<file path="config.mk">
export PLATFORM = sky130hd
export DESIGN_NAME = score_event_arbiter_flat
export DESIGN_NICKNAME = d
export VERILOG_FILES = /design/src/rtl/score_event_arbiter_pkg.sv /design/src/rtl/score_event_arbiter_if.sv /design/src/rtl/score_event_arbiter_lane_fifo.sv /design/src/rtl/score_event_arbiter.sv /design/src/flat_wrapper.sv
export SDC_FILE = /design/constraint.sdc
export NUM_CORES = 1
export LEC_CHECK = 0
export ABC_CLOCK_PERIOD_IN_PS = 3790
export BUFFER_PORTS_ARGS = -buffer_cell sky130_fd_sc_hd__buf_2
export CAP_MARGIN = 20
export CORE_ASPECT_RATIO = 0.6
export CORE_MARGIN = 2
export CORE_UTILIZATION = 32
export CTS_CLUSTER_DIAMETER = 150
export DETAILED_ROUTE_END_ITERATION = 10
export HOLD_SLACK_MARGIN = 0.06
export PLACE_DENSITY = 0.48
export SLEW_MARGIN = 40
export SYNTH_ARGS = -nofsm -noshare
export SYNTH_HDL_FRONTEND = slang
export SYNTH_SLANG_ARGS = --single-unit
</file>
<file path="constraint.sdc">
create_clock -name clk -period 3.79 [get_ports clk]
set_clock_uncertainty 0.1 [all_clocks]
set_input_delay 0.5685 -clock clk [delete_from_list [all_inputs] [get_ports clk]]
set_output_delay 0.5685 -clock clk [all_outputs]
set_load 0.01 [all_outputs]
</file>
<file path="src/rtl/score_event_arbiter_pkg.sv">
// Shared point-code constants, lane count and update record for the score event arbiter.
package score_pkg;

  localparam int NUM_LANES = 4;

  localparam logic [3:0] PT_NONE  = 4'b0000;
  localparam logic [3:0] PT_PLUS1 = 4'b0001;
  localparam logic [3:0] PT_PLUS2 = 4'b0010;
  localparam logic [3:0] PT_NEG2  = 4'b1110;

  typedef struct packed {
    logic [3:0] pt;
    logic [1:0] lane;
  } upd_t;

  function automatic logic is_legal_pt(input logic [3:0] pt);
    return (pt == PT_NONE) || (pt == PT_PLUS1) || (pt == PT_PLUS2) || (pt == PT_NEG2);
  endfunction

endpackage

</file>
<file path="src/rtl/score_event_arbiter_if.sv">
// Valid/ready update port from the arbiter to the score datapath.
interface score_event_arbiter_if;
  logic       upd_valid;
  logic       upd_ready;
  logic [3:0] upd_pt;
  logic [1:0] upd_lane;

  modport master (output upd_valid, output upd_pt, output upd_lane, input upd_ready);
  modport slave  (input upd_valid, input upd_pt, input upd_lane, output upd_ready);
endinterface

</file>
<file path="src/rtl/score_event_arbiter_lane_fifo.sv">
// Per-lane point-code FIFO; a push into a full FIFO lands only when the same cycle also pops.
module lane_fifo #(
  parameter int DEPTH = 2
) (
  input  logic       clk,
  input  logic       rst,
  input  logic       push,
  input  logic       pop,
  input  logic [3:0] din,
  output logic [3:0] dout,
  output logic       empty,
  output logic       full
);
  localparam int PW = (DEPTH > 1) ? $clog2(DEPTH) : 1;
  localparam int CW = $clog2(DEPTH + 1);

  logic [3:0]    mem_q [DEPTH];
  logic [3:0]    mem_d [DEPTH];
  logic [PW-1:0] wr_q, wr_d, rd_q, rd_d;
  logic [CW-1:0] cnt_q, cnt_d;
  logic          do_push, do_pop;

  function automatic logic [PW-1:0] nxt(input logic [PW-1:0] p);
    return (p == PW'(DEPTH - 1)) ? '0 : p + PW'(1);
  endfunction

  assign empty   = (cnt_q == '0);
  assign full    = (cnt_q == CW'(DEPTH));
  assign dout    = mem_q[rd_q];
  assign do_pop  = pop && !empty;
  assign do_push = push && (!full || do_pop);

  always_comb begin
    mem_d = mem_q;
    wr_d  = wr_q;
    rd_d  = rd_q;
    cnt_d = cnt_q;
    if (do_push) begin
      mem_d[wr_q] = din;
      wr_d        = nxt(wr_q);
    end
    if (do_pop) rd_d = nxt(rd_q);
    case ({do_push, do_pop})
      2'b10:   cnt_d = cnt_q + CW'(1);
      2'b01:   cnt_d = cnt_q - CW'(1);
      default: cnt_d = cnt_q;
    endcase
  end

  always_ff @(posedge clk) begin
    if (rst) begin
      for (int i = 0; i < DEPTH; i++) mem_q[i] <= '0;
      wr_q  <= '0;
      rd_q  <= '0;
      cnt_q <= '0;
    end else begin
      mem_q <= mem_d;
      wr_q  <= wr_d;
      rd_q  <= rd_d;
      cnt_q <= cnt_d;
    end
  end
endmodule

</file>
<file path="src/rtl/score_event_arbiter.sv">
// Captures per-lane point codes into FIFOs and issues them round-robin over a valid/ready port.
// Optional combo doubling is enabled by defining SCORE_ARB_COMBO_EN.
module score_event_arbiter
  import score_pkg::*;
#(
  parameter int DEPTH = 2
`ifdef SCORE_ARB_COMBO_EN
  , parameter int COMBO_LEN = 4
`endif
) (
  input  logic                  clk,
  input  logic                  rst,
  input  logic [3:0]            pt_0,
  input  logic [3:0]            pt_1,
  input  logic [3:0]            pt_2,
  input  logic [3:0]            pt_3,
  score_event_arbiter_if.master upd,
  output logic [NUM_LANES-1:0]  drop_flags,
  output logic                  illegal_flag,
  output logic                  busy
);
  logic [NUM_LANES-1:0][3:0] pt_in, fifo_dout;
  logic [NUM_LANES-1:0]      legal_nz, bad, push, pop, empty, full;

  upd_t                 upd_q, upd_d;
  logic                 upd_valid_q, upd_valid_d;
  logic [1:0]           rr_q, rr_d, gnt_lane;
  logic [NUM_LANES-1:0] drop_q, drop_d;
  logic                 ill_q, ill_d;
  logic                 free, found, grant;

  assign pt_in = {pt_3, pt_2, pt_1, pt_0};

  for (genvar g = 0; g < NUM_LANES; g++) begin : g_lane
    assign legal_nz[g] = is_legal_pt(pt_in[g]) && (pt_in[g] != PT_NONE);
    assign bad[g]      = !is_legal_pt(pt_in[g]);
    assign push[g]     = legal_nz[g] && (!full[g] || pop[g]);

    lane_fifo #(.DEPTH(DEPTH)) u_fifo (
      .clk   (clk),
      .rst   (rst),
      .push  (push[g]),
      .pop   (pop[g]),
      .din   (pt_in[g]),
      .dout  (fifo_dout[g]),
      .empty (empty[g]),
      .full  (full[g])
    );
  end

  assign free = !upd_valid_q || upd.upd_ready;

  // First non-empty lane at or after rr_q, wrapping mod 4.
  always_comb begin
    logic [1:0] idx;
    found    = 1'b0;
    gnt_lane = rr_q;
    for (int k = 0; k < NUM_LANES; k++) begin
      idx = rr_q + 2'(k);
      if (!found && !empty[idx]) begin
        found    = 1'b1;
        gnt_lane = idx;
      end
    end
  end

  assign grant = free && found;
  assign pop   = grant ? (NUM_LANES'(1) << gnt_lane) : '0;

`ifdef SCORE_ARB_COMBO_EN
  localparam int CBW = $clog2(COMBO_LEN + 1);
  logic [CBW-1:0] combo_q, combo_d;
`endif

  always_comb begin
    upd_d       = upd_q;
    upd_valid_d = upd_valid_q;
    rr_d        = rr_q;
    drop_d      = drop_q | (legal_nz & full & ~pop);
    ill_d       = ill_q | (|bad);
`ifdef SCORE_ARB_COMBO_EN
    combo_d     = combo_q;
`endif
    if (free) begin
      upd_valid_d = found;
      if (found) begin
        upd_d.pt   = fifo_dout[gnt_lane];
        upd_d.lane = gnt_lane;
        rr_d       = gnt_lane + 2'd1;
`ifdef SCORE_ARB_COMBO_EN
        if (fifo_dout[gnt_lane][3]) begin
          combo_d = '0;
        end else if (combo_q == CBW'(COMBO_LEN)) begin
          upd_d.pt = fifo_dout[gnt_lane] << 1;
        end else begin
          combo_d = combo_q + CBW'(1);
        end
`endif
      end
    end
  end

  always_ff @(posedge clk) begin
    if (rst) begin
      upd_q       <= '0;
      upd_valid_q <= 1'b0;
      rr_q        <= '0;
      drop_q      <= '0;
      ill_q       <= 1'b0;
`ifdef SCORE_ARB_COMBO_EN
      combo_q     <= '0;
`endif
    end else begin
      upd_q       <= upd_d;
      upd_valid_q <= upd_valid_d;
      rr_q        <= rr_d;
      drop_q      <= drop_d;
      ill_q       <= ill_d;
`ifdef SCORE_ARB_COMBO_EN
      combo_q     <= combo_d;
`endif
    end
  end

  assign upd.upd_valid = upd_valid_q;
  assign upd.upd_pt    = upd_q.pt;
  assign upd.upd_lane  = upd_q.lane;
  assign drop_flags    = drop_q;
  assign illegal_flag  = ill_q;
  assign busy          = (|(~empty)) || upd_valid_q;
endmodule

</file>
<file path="src/flat_wrapper.sv">
// flat-port wrapper written by rule: the top's interface ports become plain ports
module score_event_arbiter_flat import score_pkg::*;
#(
  parameter int DEPTH = 2

)
  (clk, rst, pt_0, pt_1, pt_2, pt_3, drop_flags, illegal_flag, busy, upd_upd_valid, upd_upd_pt, upd_upd_lane, upd_upd_ready);
  score_event_arbiter_if upd_i ();
  input  logic clk;
  input  logic rst;
  input  logic [3:0] pt_0;
  input  logic [3:0] pt_1;
  input  logic [3:0] pt_2;
  input  logic [3:0] pt_3;
  output logic [NUM_LANES-1:0] drop_flags;
  output logic illegal_flag;
  output logic busy;
  output wire logic [$bits(upd_i.upd_valid)-1:0] upd_upd_valid;
  output wire logic [$bits(upd_i.upd_pt)-1:0] upd_upd_pt;
  output wire logic [$bits(upd_i.upd_lane)-1:0] upd_upd_lane;
  input wire logic [$bits(upd_i.upd_ready)-1:0] upd_upd_ready;
  assign upd_upd_valid = upd_i.upd_valid;
  assign upd_upd_pt = upd_i.upd_pt;
  assign upd_upd_lane = upd_i.upd_lane;
  assign upd_i.upd_ready = upd_upd_ready;
  score_event_arbiter #(.DEPTH(DEPTH)) u_core (.clk(clk), .rst(rst), .pt_0(pt_0), .pt_1(pt_1), .pt_2(pt_2), .pt_3(pt_3), .upd(upd_i), .drop_flags(drop_flags), .illegal_flag(illegal_flag), .busy(busy));
endmodule
</file>
# Word level (Yosys, flattened, before mapping)
# Index checks and enable logic that the tools add are counted.
# word_totals
ff_bits	62
# op_classes
addsub	20
order_cmp	17
n_eq_ne	24
shift	1
n_mux	54
n_bitwise	14
reduce_logical	83
# ops
cell	n
two-way mux 4 bit	18
bitwise mux 8 bit	4
logical AND 1 bit	24
logical OR 1 bit	22
logical NOT 1 bit	18
demux 4 bit (select 1 bit)	4
equality test 2 bit (second input constant)	8
equality test 4 x 1 -> 1 bit (second input constant)	4
equality test 4 x 2 -> 1 bit (second input constant)	4
equality test 4 bit (second input constant)	4
>= comparator 2 bit (second input constant)	8
logical NOT 4 bit	4
two-way mux 1 bit	16
NOT 1 -> 2 bit	8
case mux 2 bit (2 select lines)	4
nonzero test 4 bit	4
< comparator 2 x 3 -> 1 bit (second input constant)	5
adder 2 x 1 -> 2 bit (second input constant)	6
adder 1 bit (second input constant)	8
bitwise AND 4 bit	2
binary-select mux 1 bit (select 2 bit)	4
binary-select mux 4 bit (select 2 bit)	1
equality test 2 x 1 -> 1 bit (second input constant)	4
logical NOT 2 bit	4
11 further kinds	25

# Depth between registers and ports, before layout
# depth
ltp_word	19
depth_mapped	12

# By module
# Synthesis repeated with hierarchy kept, for this count alone.
# hier_totals
cells_unflattened	369
hier_area_um2	3352.0
# by_module_without_submodules
mod	instances	cells_each	area_per_inst_um2	seq_area_each_um2
lane_fifo	4	63	604.3	240.2
score_event_arbiter	1	117	934.6	280.3

# Worst setup path before layout
# Ideal clock, no wire load.
# synth_path
path_kind	reg-to-reg
startpoint	reg u_core.g_lane[2].u_fifo.cnt_q[0]
endpoint	reg u_core.g_lane[2].u_fifo.cnt_q[1]
setup_time_ps	70
arrival_time_ps	2659
required_ps	3620
path_slack_ps	960
path_stages_with_launch	11
path_buffers	2
period_less_slack_ps	2830
path_cell_list	dfxtp_1 or4_1 buf_2 o2111ai_2 nand2_2 buf_6 a311o_1 nand2_1 ha_1 or3_1 a21oi_1
# synth_via
elab_chain_len	19
word_cells_on_any_way	41
cone_classes	add/sub: 2; eq/ne: 3; shift: 1; mux: 17; reduce/logical: 18
# synth_rtl
item	line	rtl
from (decl)	score_event_arbiter_lane_fifo.sv:20	logic [CW-1:0] cnt_q, cnt_d;
from (signal assigned)	score_event_arbiter_lane_fifo.sv:60	cnt_q <= cnt_d;
logical NOT 2 bit	score_event_arbiter_lane_fifo.sv:27	assign empty = (cnt_q == '0);
binary-select mux 1 bit (select 2 bit)	score_event_arbiter.sv:60	if (!found && !empty[idx]) begin
two-way mux 1 bit (implied by the code)	score_event_arbiter.sv:60	
logical NOT 1 bit	score_event_arbiter.sv:60	
logical AND 1 bit	score_event_arbiter.sv:60	
two-way mux 1 bit	score_event_arbiter.sv:60	
logical NOT 1 bit	score_event_arbiter.sv:60	
logical AND 1 bit	score_event_arbiter.sv:60	
[... 3 more ...]	--	
two-way mux 2 bit or two-way mux 1 bit (tied branches)	score_event_arbiter.sv:60	
left shift 1 x 2 -> 4 bit or logical AND 1 bit (tied branches)	score_event_arbiter.sv:68, score_event_arbiter.sv:67	
two-way mux 4 bit	score_event_arbiter.sv:68	assign pop = grant ? (NUM_LANES'(1) << gnt_lane) : '0;
logical OR 1 bit or logical AND 1 bit (tied branches)	score_event_arbiter.sv:37, score_event_arbiter_lane_fifo.sv:30	
logical AND 1 bit or logical OR 1 bit (tied branches)	score_event_arbiter.sv:37, score_event_arbiter_lane_fifo.sv:31	
logical AND 1 bit	score_event_arbiter_lane_fifo.sv:31	assign do_push = push && (!full || do_pop);
equality test 2 x 1 -> 1 bit or equality test 2 bit (tied branches)	score_event_arbiter_lane_fifo.sv:43	case ({do_push, do_pop})
case mux 2 bit (2 select lines) or nonzero test 2 bit (tied branches)	--	
# Parallel ways exist; a longest one is shown, timed or not. The select of a mux whose other input is x is not followed.
# A chain may end at the register's enable or synchronous reset.

# Final worst setup path
# Same ends and word-level chain as after synthesis.

==> impl_metrics.env <==
export IMPL_dpl_cell_count=510
export IMPL_fp_dieW_um=131
export IMPL_finalNonFillerCells=526
export IMPL_drt_initial_drc_count=154
export IMPL_ctsHoldBuffers=0
export IMPL_cts_setup_buffers=0
export IMPL_synth_area_sq_um=3080
export IMPL_die_h_um=80.0
export IMPL_synthArstFlopShare=0
export IMPL_clock_sinks=62
export IMPL_drive_gt1_frac=0.179
export IMPL_vias=2661
export IMPL_p_int_w=0.00193
export IMPL_ys_top_cells_by_area="dfxtp_1, a21oi_1, nor2_1"
export IMPL_core_area_sq_um=9260
export IMPL_numCtsBuffers=9
export IMPL_dpl_hpwl_um=5710
export IMPL_grt_util_all_layers=0.163
export IMPL_place_ws_ns=0.630
export IMPL_pwr_share_clk=0.292
export IMPL_start_kind="flop"
export IMPL_yosysTopAreaCell="dfxtp_1"
export IMPL_synth_edf_count=0
export IMPL_final_core_util=0.397
export IMPL_grt_pass1_wl_um=12800
export IMPL_htreeDepth=3
export IMPL_hold_viol_final=0
export IMPL_setup_tns_ns=0
export IMPL_crit_type="reg -> reg"
export IMPL_power_switching_w=0.00123
export IMPL_ir_worst_vdd_mv=0.302
export IMPL_synth_avg_cell_area_sq_um=8.44
export IMPL_diodes=0
export IMPL_row_count=27
export IMPL_io_pins=32
export IMPL_cts_resized=0
export IMPL_clk_insertion_delay_late_ns=0.33
export IMPL_cts_tree="done"
export IMPL_crit_chain="or4_1 -> o2111ai_2 -> nand2_2 -> buf_4 -> a311o_1 -> nand2_1 -> ha_1 -> or3_1 -> a21oi_1"
export IMPL_cts_max_path_buffers=2
export IMPL_wire_per_inst_um=14.8
export IMPL_fmax_mhz=314
export IMPL_start_util=0.333
export IMPL_multi_input_area_sq_um=1700
export IMPL_period_share=0.841
export IMPL_layout_min_cycle_time_ns=3.19
export IMPL_max_cap_violations=0
export IMPL_grt_remaining_overflow=0
export IMPL_relSlewSlack=0.469
export IMPL_setup_ws_ns=0.601
export IMPL_ant_nets=0
export IMPL_synth_cell_types=55
export IMPL_final_cell_area_sq_um=3670
export IMPL_syn_inst=365
export IMPL_placed_area_sq_um=3330
export IMPL_antenna_found_initial=0
export IMPL_leakage_nw=1.45
export IMPL_grt_setup_unrepaired="no"
export IMPL_first_global_vias=2471
export IMPL_cp_data_arrival_time_ns=3.35
export IMPL_grt_start_max_net_pins=50
export IMPL_routabilityCongestion=0.815
export IMPL_routed_wl_um=7810
export IMPL_seq_area_sq_um=1240
export IMPL_ys_ff_latch=62
export IMPL_layout_nets=414
export IMPL_clk_pin_slew_ns=0.05
export IMPL_final_max_slew_viol_count=0
export IMPL_end_kind="flop"
export IMPL_synth_top_area_frac=0.403
export IMPL_fill_cells=949
export IMPL_first_pass_iters=4
export IMPL_p_comb_frac=0.422
export IMPL_p_sw_frac=0.390
export IMPL_drc=0
export IMPL_port_buffers=31
export IMPL_synth_seq_area_share=0.403
export IMPL_critPathMaxStageDelay_ns=0.63
export IMPL_crit_fanout=16
export IMPL_viasPerCell=5.06
export IMPL_crit_required_ns=3.95
export IMPL_status="finished clean"
export IMPL_p_per_area_nw_per_um2=860
export IMPL_seq_power_share=0.286
export IMPL_syn_nets=388
export IMPL_hold_path_class="reg -> reg"
export IMPL_ys_warn_count=0
export IMPL_worstMarginPinSlew_ns=0.795
export IMPL_cts_root_buf="clkbuf_16"
export IMPL_die_area_sq_um=10500
export IMPL_ys_flop_type="dfxtp_1"
export IMPL_syn_to_final_growth_pct=19.2
export IMPL_slowest_stage="or4_1"
export IMPL_setup_viol=0
state kept, by name, summed over array words and instances, names as in the netlist:
name and count:
u_core.upd.upd_valid 1, u_core.drop_flags 4, u_core.rr_q 2, u_core.g_lane.u_fifo.mem_q 32
u_core.g_lane.u_fifo.rd_q 4, u_core.g_lane.u_fifo.cnt_q 8, u_core.g_lane.u_fifo.wr_q 4, u_core.illegal_flag 1
u_core.upd.upd_pt 4, u_core.upd.upd_lane 2
cell type report:
| type | count | share of cell area |
|---|---|---|
| Inverter | 15 | 0.0153 |
| Clock inverter | 4 | 0.0259 |
| Clock buffer | 12 | 0.0644 |
| Tap cell | 130 | 0.0443 |
| Timing Repair Buffer | 35 | 0.0504 |
| Sequential cell | 62 | 0.338 |
| Multi-Input combinational cell | 268 | 0.462 |
worst max-delay path: cells and delay by family, from the launching register on:
family	cells	cell delay, ns
AO/OA/AOI/OAI	3	0.85
buffers and inverters	1	0.23
AND/OR/NAND/NOR	4	1.29
adder cells (fa/ha/maj)	1	0.26
flip-flops	1	0.38
stage by stage:
step                      hold slack (ns)  total power (W)
final                               0.354          0.00316
after global routing                0.394          0.00339
after CTS                           0.355          0.00316
after detailed placement            0.348          0.00223
after global placement              0.343          0.00221
after floorplan                     0.326          0.00195
path summary, 6_finish.rpt:
kind                            slack (ns)                          endpoint  cells past startpoint                              from
worst max-delay path                  0.60  u_core.g_lane[2].u_fifo.cnt_q[1]                      9  u_core.g_lane[2].u_fifo.cnt_q[0]
worst min-delay path                  0.35            u_core.upd.upd_lane[0]                      2            u_core.upd.upd_lane[0]
worst max register to register        0.60  u_core.g_lane[2].u_fifo.cnt_q[1]                      9  u_core.g_lane[2].u_fifo.cnt_q[0]
worst min register to register        0.35            u_core.upd.upd_lane[0]                      2            u_core.upd.upd_lane[0]
synthesized netlist by cell type, types with 2 or more instances:
master	count
buf_2	5
nor3_1	3
a211o_1	2
o211a_1	4
a21oi_1	38
a31oi_1	2
or3_1	6
o211ai_1	8
mux2_2	7
a311oi_1	4
nand2_1	30
nand4_1	4
nor2_1	35
a31o_1	3
nor2b_1	3
buf_1	2
inv_1	14
and4b_1	2
o21ai_1	10
or4_1	2
nand2b_1	3
xnor2_1	9
nand3_1	15
buf_6	2
o21ai_0	26
or2_2	6
nor4_1	3
ha_1	4
xor2_1	8
mux2i_1	9
clkbuf_1	11
dfxtp_1	62
placed cells by master, fill, tap and decap left out, types with 4 or more instances in the layout:
master and n:
nor2_1 35, inv_1 14, nand3_1 15, xor2_1 8
o211a_1 4, or3_1 6, buf_2 31, o21ai_1 10
nand4_1 4, clkbuf_16 9, ha_1 4, xnor2_1 9
a311oi_1 4, or2_2 6, mux2i_1 9, buf_4 4
o211ai_1 8, mux2_2 7, o21ai_0 26, a21oi_1 38
nand2_1 30, dfxtp_1 62
metal layers:
layer | track usage | wire length (um) | part of all wire | up-vias
met1 | 0.248 | 4520 | 0.58 | 1244
li1 | - | - | - | 1368
met4 | 0.0447 | 19 | 0.0024 | 0
met2 | 0.214 | 3010 | 0.39 | 47
met3 | 0.0509 | 262 | 0.034 | 2
met5 | 0 | 0 | 0 | -
power by group through the flow:
stage / clock (W) / combinational (W) / sequential, W
final: 0.000921 / 0.00133 / 0.000903
after global routing: 0.000976 / 0.00149 / 0.000923
after CTS: 0.000943 / 0.00132 / 0.000904
after detailed placement: 0 / 0.00131 / 0.000916
after global placement: 0 / 0.00129 / 0.000915
after floorplan: 0 / 0.00110 / 0.000851
cell families (layout without fill, tap and decap cells):
logic type,after synthesis,after routing,share of synthesized area
AND/OR/NAND/NOR,118,118,0.188
AO/OA/AOI/OAI,113,113,0.241
flip-flops,62,62,0.403
buffers and inverters,35,66,0.0495
XOR/XNOR,17,17,0.0483
multiplexers,16,16,0.0548
adder cells (fa/ha/maj),4,4,0.0162
No activity file was read; power rests on OpenSTA's default activity.
